**src/rtl/control_sequencer.sv**
```systemverilog
// Multicycle control FSM for the 16-bit datapath: sequences fetch/decode/execute,
// drives the register clock-enable strobes and the memory request handshake.
module control_sequencer #(
    parameter int OPW      = 4,
    parameter int WAIT_MAX = 15
) (
    input  logic           clk,
    input  logic           reset,
    input  logic           run,
    input  logic [OPW-1:0] opcode,
    input  logic           memAck,
    output logic           memReq,
    output logic           memWe,
    output logic           irEn,
    output logic           pcEn,
    output logic           aluOutEn,
    output logic           regWrEn,
    output logic           halted,
    output logic           fault,
    output logic [2:0]     state
);

    localparam int CW = $clog2(WAIT_MAX + 1);

    typedef enum logic [2:0] {
        S_IDLE   = 3'd0,
        S_FETCH  = 3'd1,
        S_DECODE = 3'd2,
        S_EXEC   = 3'd3,
        S_MEM    = 3'd4,
        S_WB     = 3'd5,
        S_HALT   = 3'd6,
        S_FAULT  = 3'd7
    } state_t;

    typedef enum logic [2:0] {
        C_NOP, C_ALU, C_LOAD, C_STORE, C_JUMP, C_HALT, C_ILL
    } op_class_t;

    state_t         state_q, state_d;
    logic [OPW-1:0] op_q;
    logic [CW-1:0]  wait_cnt, wait_d;
    op_class_t      dec_class, exec_class;
    state_t         next_instr;
    logic           wait_expired;

    function automatic op_class_t op_class(input logic [OPW-1:0] op);
        if (op == '0)                 return C_NOP;
        else if (op <= OPW'(7))       return C_ALU;
        else if (op == OPW'(8))       return C_LOAD;
        else if (op == OPW'(9))       return C_STORE;
        else if (op == OPW'(10))      return C_JUMP;
        else if (op == OPW'(15))      return C_HALT;
        else                          return C_ILL;
    endfunction

    assign dec_class    = op_class(opcode);
    assign exec_class   = op_class(op_q);
    assign next_instr   = run ? S_FETCH : S_IDLE;
    assign wait_expired = (wait_cnt == CW'(WAIT_MAX - 1));
    assign state        = state_q;

    always_ff @(posedge clk or negedge reset) begin
        if (!reset) begin
            state_q  <= S_IDLE;
            wait_cnt <= '0;
            op_q     <= '0;
        end else begin
            state_q  <= state_d;
            wait_cnt <= wait_d;
            if (state_q == S_DECODE) op_q <= opcode;
        end
    end

    // wait_d defaults to zero so the counter is clear on every entry to FETCH/MEM
    always_comb begin
        state_d  = state_q;
        wait_d   = '0;
        memReq   = 1'b0;
        memWe    = 1'b0;
        irEn     = 1'b0;
        pcEn     = 1'b0;
        aluOutEn = 1'b0;
        regWrEn  = 1'b0;
        halted   = 1'b0;
        fault    = 1'b0;
        case (state_q)
            S_IDLE: begin
                if (run) state_d = S_FETCH;
            end
            S_FETCH: begin
                memReq = 1'b1;
                irEn   = memAck;
                pcEn   = memAck;
                if (memAck)            state_d = S_DECODE;
                else if (wait_expired) state_d = S_FAULT;
                else                   wait_d  = wait_cnt + CW'(1);
            end
            S_DECODE: begin
                case (dec_class)
                    C_NOP:                          state_d = next_instr;
                    C_ALU, C_LOAD, C_STORE, C_JUMP: state_d = S_EXEC;
                    C_HALT:                         state_d = S_HALT;
                    default:                        state_d = S_FAULT;
                endcase
            end
            S_EXEC: begin
                case (exec_class)
                    C_ALU: begin
                        aluOutEn = 1'b1;
                        state_d  = S_WB;
                    end
                    C_LOAD, C_STORE: begin
                        aluOutEn = 1'b1;
                        state_d  = S_MEM;
                    end
                    C_JUMP: begin
                        pcEn    = 1'b1;
                        state_d = next_instr;
                    end
                    default: state_d = S_FAULT;
                endcase
            end
            S_MEM: begin
                memReq = 1'b1;
                memWe  = (exec_class == C_STORE);
                if (memAck)            state_d = (exec_class == C_LOAD) ? S_WB : next_instr;
                else if (wait_expired) state_d = S_FAULT;
                else                   wait_d  = wait_cnt + CW'(1);
            end
            S_WB: begin
                regWrEn = 1'b1;
                state_d = next_instr;
            end
            S_HALT:  halted = 1'b1;
            default: fault  = 1'b1;
        endcase
    end

endmodule

```
**config.mk**
```make
export PLATFORM = sky130hd
export DESIGN_NAME = control_sequencer
export DESIGN_NICKNAME = d
export VERILOG_FILES = /design/src/rtl/control_sequencer.sv
export SDC_FILE = /design/constraint.sdc
export NUM_CORES = 1
export LEC_CHECK = 0
export ABC_AREA = 1
export CORE_UTILIZATION = 25
export DETAILED_ROUTE_END_ITERATION = 6
export DONT_BUFFER_PORTS = 1
export HOLD_SLACK_MARGIN = 0.06
export PLACE_DENSITY = 0.48
export SLEW_MARGIN = 20
export SYNTH_ARGS = -nofsm -noshare
export SYNTH_HDL_FRONTEND = slang
export SYNTH_SLANG_ARGS = --single-unit
```
**constraint.sdc**
```tcl
create_clock -name clk -period 1.2 [get_ports clk]
set_input_delay 0.24 -clock clk [delete_from_list [all_inputs] [get_ports clk]]
set_output_delay 0.24 -clock clk [all_outputs]
set_load 0.02 [all_outputs]
```
==> run summary, run 1 <==
Status: finished with violations
Failing checks: setup timing
Startpoint types: flip-flop
Crit end category: output port
Synth area leaders: dfrtp_1 (37%), nand2_1 (11%), nor2_1 (8.1%)
Routability cong.: 0.7870
CTS H-tree lvls: 1
Crit Path Category: reg2out
Hold Path Class: in2reg
Initial antenna violation count: 0
Vert. Die Dim: 56.30 µm
Worst-path maximum fanout: 4
Clock Latency Late Sink: 0.28 ns
Vias in the first global route: 842
Fin. Hold Viols: 0
Post-synth top area cell: dfrtp_1
RR Startpoint: state[2]
Global-route wire length before repair: 3719 µm
Measured slew at the worst slew-check pin: 0.5757 ns
Clock buffer depth: 2
Total Wirelength: 2215 µm
Netlist cell types: 20
Register bit total from synthesis: 11
# setup viols final: 17
Simple-Gate Fraction of Synth Area: 37.69%
Hold path cells: 2
Worst Clk Skew: 0.009664 ns
Rel. slew slack: 61.49%
Comb pwr share: 3.9%
DR pass1 iterations: 4
Worst r2r path cells: 7
Antenna Nets Post-Route: 0
R2R Path End: state[2]
Via count: 841
Io pins: 19
Tmin final: 1.523 ns
DR iter-0 viols: 30
Port Buffers: 0
Total of max-cap violations: 0
Clock transition at path regs: 0.07 ns
Routed wire length per instance: 12.51 µm
Sw Ratio: 24.11%
Synthesized Nets: 115
Static Leak: 0.0005885 µW
Mux contribution to synthesized area: 1.528%
WP data required: 0.96 ns
Adder-Cell Fraction of Synth Area: 3.396%
CP cell instances: inv_2 > nand4_1 > buf_6 > a31oi_4
Hold endpoint: op_q[1]
Internal Power: 506.1 µW
Fin Hold WS: 0.08798 ns
CTS tree: yes
Final TNS setup: -3.874 ns
Die area: 3169 µm²
Yosys top cell area share: 37.35%
Commonest non-fill, non-tap cell in the layout: buf_6
Die X: 56.30 µm
R2R Setup Slk: -0.25 ns
Global Route Usage Sum: 15.61%
Post-synthesis sequential area ratio: 37.35%
Tot Pwr: 667.0 µW
Layout cells sized above 1: 52.74%
# DRC: 0
Row Count: 19
Area growth, synth to finish: 83.36%
Sequential power share: 55.5%
Peak supply drop: 487.0 µV
Synth Instances: 105
Data arrival time of the critical path: 1.28 ns
Synth Area in Compound Gates: 9.168%
Final worst setup slack: -0.3234 ns
Slew Viols, Final: 0
Placed wire-length estimate: 1601 µm
Nets: 157
Largest family of logic cells by synthesized area: simple AND/OR/NAND/NOR gates
Slowest stage delay, CP: 0.41 ns
GRT overflow: 0
CTS buffer count: 3
Synth Area in XOR/XNOR: 2.377%
Clock share of power: 40.6%
Synth warn: 0
Highest-count cells in the layout ignoring fill and taps: buf_6 (19), buf_4 (17), nand2_1 (15)
Syn_area_per_cell: 7.019 µm²
Final period util: 126.9%
Syn Std Cell Area: 737.0 µm²
Sw Pwr: 160.8 µW
Initial Util: 26.50%
Via/cell ratio: 4.751
Core area: 2781 µm²
TritonCTS Sinks: 11
PwrDens: 493.6 nW/µm²
Unrepaired setup endpoints after global routing: yes
# diodes: 0
Min-delay src: opcode[1]
Largest net degree at the start of global routing: 12
CTS root buffer: clkbuf_4
FMAX: 656.4 MHz
Slowest CP cell: dfrtp_1
==> cells in the mapped netlist (all sizes together) <==
| master | instances |
|---|---|
| a21oi | 4 |
| a31oi | 1 |
| buf | 1 |
| clkbuf | 1 |
| dfrtp | 11 |
| ha | 2 |
| inv | 14 |
| mux2 | 1 |
| nand2 | 22 |
| nand3 | 12 |
| nand4 | 7 |
| nor2 | 16 |
| nor3 | 3 |
| o21ai | 7 |
| o22ai | 1 |
| xnor2 | 1 |
| xor2 | 1 |
==> per-stage QoR <==
step	util, %	std cells	worst slack, ns	area (µm²)
finish	48.58	177	-0.3234	1351
floorplan	-	105	-0.1264	825.8
CTS	44.58	175	-0.3365	1240
detailed placement	37.29	157	-0.07979	1037
global placement	37.29	157	-0.05922	1037
global route	48.58	177	-0.3628	1351
==> cells by family after synthesis <==
family,Yosys count
adder cells (fa/ha/maj),2
AND/OR/NAND/NOR,60
XOR/XNOR,2
buffers and inverters,16
AO/OA/AOI/OAI,13
multiplexers,1
flip-flops,11
==> how the worst max path moves through the flow <==
stage	from	end	slack, ns	cells after the start
finish	op_q[1]	aluOutEn	-0.32	4
floorplan	state[0]	op_q[0]	-0.13	3
detailed placement	state[2]	state[2]	-0.08	6
global route	state[1]	irEn	-0.36	4
CTS	op_q[1]	aluOutEn	-0.34	4
global placement	state[2]	state[2]	-0.06	6
==> state kept, by name, indices dropped and copies added, names as in the netlist <==
register	flops
op_q	4
wait_cnt	4
state	3
==> what timing repair did <==
action	CTS	global route
hold buffers	1	0
endpoints found under the hold margin	11	0
resized for setup	24	28
gates cloned	0	0
setup buffers	13	2
setup endpoints to repair	16	22
pin swaps	12	13
==> power groups by stage <==
stage	Combinational (µW)	Sequential, µW	Clock [µW]
detailed placement	13.3	378	0
CTS	24.4	370	278
global placement	13.1	378	0
floorplan	11.6	378	0
global route	29.8	370	297
finish	26.1	370	271
==> per-layer routing <==
layer	vias up	share of wire (%)	track usage [%]
li1	435	-	-
met1	385	48	21.56
met2	17	46	23.47
met3	4	4.3	4.378
met4	0	1.3	5.226
met5	-	0	0
==> layout make-up <==
type	count	area [µm²]
inverter	14	55.05
clock buffer	4	26.28
multi-input combinational	78	558.0
fill	261	1430
tap	31	38.79
sequential	11	281.5
timing repair buffer	39	391.6
==> critical path: cells and delay by family (launching register included) <==
kind	cells	cell delay (ns)
DFF	1	0.41
buffers and inverters	2	0.26
AOI/OAI and AO/OA	1	0.20
and+or+nand+nor	1	0.13
Power figures use the tool's default switching activity.
==> run 2: changes to the inputs <==
--- a/config.mk
+++ b/config.mk
@@ -6,6 +6,7 @@
 export NUM_CORES = 1
 export LEC_CHECK = 0
 export ABC_AREA = 1
+export CORE_MARGIN = 5
 export CORE_UTILIZATION = 25
 export DETAILED_ROUTE_END_ITERATION = 6
 export DONT_BUFFER_PORTS = 1
==> run summary, run 2 (synthesis gave the netlist of run 1 again) <==
Largest net degree at the start of global routing: 12 (unchanged)
Placed wire-length estimate: 1762 µm (+10%)
Met3 usage: 4.028% (-0.35 points)
Gr busiest metal: met2
Final period util: 125.5% (-1.5 points)
Design Area, Final: 1335 µm² (-1.2%)
Clock buffer depth: 2 (unchanged)
Clock transition at path regs: 0.07 ns (about the same)
Sequential power share: 56.8% (+1.3 points)
CTS tree: yes
Post-Layout Cell Count: 175 (-1.1%)
Cell Area, Placed: 1047 µm² (+0.97%)
Fin. Hold Viols: 0 (unchanged)
Slew Viols, Final: 0 (unchanged)
Failing checks: setup timing
Measured slew at the worst slew-check pin: 0.5196 ns (-0.05617 ns)
R2R Setup Slk: -0.20 ns (+0.05 ns)
Comb pwr share: 3.9% (about the same)
Worst r2r path cells: 6 (-1)
Fill count: 273 (+4.6%)
Global-route wire length before repair: 3857 µm (+3.7%)
Hold path cells: 2 (unchanged)
Initial Util: 26.50% (unchanged)
Total Wirelength: 2450 µm (+11%)
TritonCTS Sinks: 11 (unchanged)
Commonest non-fill, non-tap cell in the layout: buf_4
Initial antenna violation count: 0 (unchanged)
Unrepaired setup endpoints after global routing: yes
Hold endpoint: op_q[1]
Core area: 2781 µm² (unchanged)
CTS root buffer: clkbuf_4
WP data required: 0.96 ns (about the same)
Clock Latency Late Sink: 0.27 ns (about the same)
Placed cell count: 160 (+1.9%)
R2R Path End: state[2]
Tmin final: 1.506 ns (-0.01742 ns)
Antenna Nets Post-Route: 0 (unchanged)
Sw Pwr: 146.0 µW (-9.2%)
Min-delay src: opcode[1]
Internal Power: 505.7 µW (about the same)
Crit Path Category: reg2out
Via count: 874 (+3.9%)
DR pass1 iterations: 4 (unchanged)
# setup viols final: 17 (unchanged)
DR iter-0 viols: 15 (-50%)
# DRC: 0 (unchanged)
Vert. Die Dim: 64.30 µm (+14%)
Status: finished with violations
Sw Ratio: 22.40% (-1.7 points)
Slowest CP cell: dfrtp_2
Area growth, synth to finish: 81.15%
Met1 usage: 13.57% (-8.0 points)
Rel. slew slack: 65.25% (+3.8 points)
CP startpoint: state[2]
Worst-path maximum fanout: 6 (+2)
Routed wire length per instance: 14.00 µm (+12%)
Static Leak: 0.0005644 µW (-4.1%)
PwrDens: 488.2 nW/µm² (-1.1%)
Clock share of power: 39.2% (-1.4 points)
Highest-count cells in the layout ignoring fill and taps: buf_4 (21), buf_6 (14), nand2_1 (11)
FMAX: 664.0 MHz (+1.2%)
Global Route Usage Sum: 11.68% (-3.9 points)
GRT overflow: 0 (unchanged)
RR Startpoint: state[0]
Layout cells sized above 1: 55.56% (+2.8 points)
Routability cong.: 0.7735 (-1.7%)
CTS H-tree lvls: 1 (unchanged)
# diodes: 0 (unchanged)
Die X: 64.30 µm (+14%)
Slowest stage delay, CP: 0.48 ns (+0.07 ns)
CTS buffer count: 3 (unchanged)
Row Count: 19 (unchanged)
Data arrival time of the critical path: 1.27 ns (about the same)
Final worst setup slack: -0.3060 ns (+0.01742 ns)
Port Buffers: 0 (unchanged)
Via/cell ratio: 4.994 (+5.1%)
Total of max-cap violations: 0 (unchanged)
Io pins: 19 (unchanged)
Worst Clk Skew: 0.005397 ns (-0.004266 ns)
Crit end category: output port
Vias in the first global route: 869 (+3.2%)
Startpoint types: flip-flop
Delay-heaviest family, CP: flip-flops
Nets: 155 (-1.3%)
Met2 usage: 21.02% (-2.4 points)
Crit path buf inv count: 3 (+1)
Die area: 4134 µm² (+30%)
CP cell instances: inv_4 > buf_6 > nor3_2 > buf_4
Hold Path Class: in2reg
Peak supply drop: 468.2 µV (-3.9%)
## run 2: cell type report
type                    instances  area, µm²  share of cell area [%]
multi-input cells              78      585.6                   43.86
repair buffers                 37      345.3                   25.87
flip-flops and latches         11      281.5                   21.09
inverters                      14      57.56                   4.311
well taps                      31      38.79                   2.905
clock buffers                   4      26.28                   1.968
## run 2: worst register-to-register path, delay by kind of cell, from the launching register on
family                 cells  cell delay [ns]
flip-flops                 1             0.49
AND/OR/NAND/NOR            5             0.68
buffers and inverters      1             0.15
## run 2: metal layers
metal	vias up	share of wire [%]	wire length (µm)
li1	432	-	-
met1	420	42	1026
met2	20	53	1297
met3	2	4.7	116
met4	0	0.41	10
met5	-	0	0
## run 2: through the flow
stage	hold WS [ns]	TNS, ns	setup slack, ns	utilization, %	total power, µW
floorplan	-0.05559	-0.8685	-0.1264	-	389.3
global placement	-0.05520	-0.5002	-0.1080	37.65	390.8
detailed placement	-0.05521	-0.6268	-0.1212	37.65	391.0
CTS	0.1007	-3.100	-0.3160	42.74	659.7
global route	0.09647	-4.262	-0.3531	48.00	676.0
finish	0.1031	-3.306	-0.3060	48.00	651.7
## run 2: worst max-delay path by stage
stage / depth (start not counted) / endpoint
3_5_place_dp: 8 / state[0]
4_1_cts: 4 / pcEn
2_1_floorplan: 3 / op_q[0]
6_report: 4 / regWrEn
3_3_place_gp: 8 / state[0]
5_1_grt: 4 / regWrEn
## run 2: what timing repair did
action,in CTS,in global routing
setup buffers,7,4
endpoints found under the setup margin,19,21
gates resized for setup,16,37
pin swaps,10,15
hold endpoints to repair,11,0
hold buffers,1,0
## run 2: power groups by stage
stage / registers, µW / clock network [µW] / logic [µW]
2_1_floorplan: 378 / 0 / 11.6
3_3_place_gp: 378 / 0 / 13.0
3_5_place_dp: 378 / 0 / 13.3
4_1_cts: 370 / 265 / 25.0
5_1_grt: 370 / 276 / 30.2
6_report: 370 / 256 / 25.7
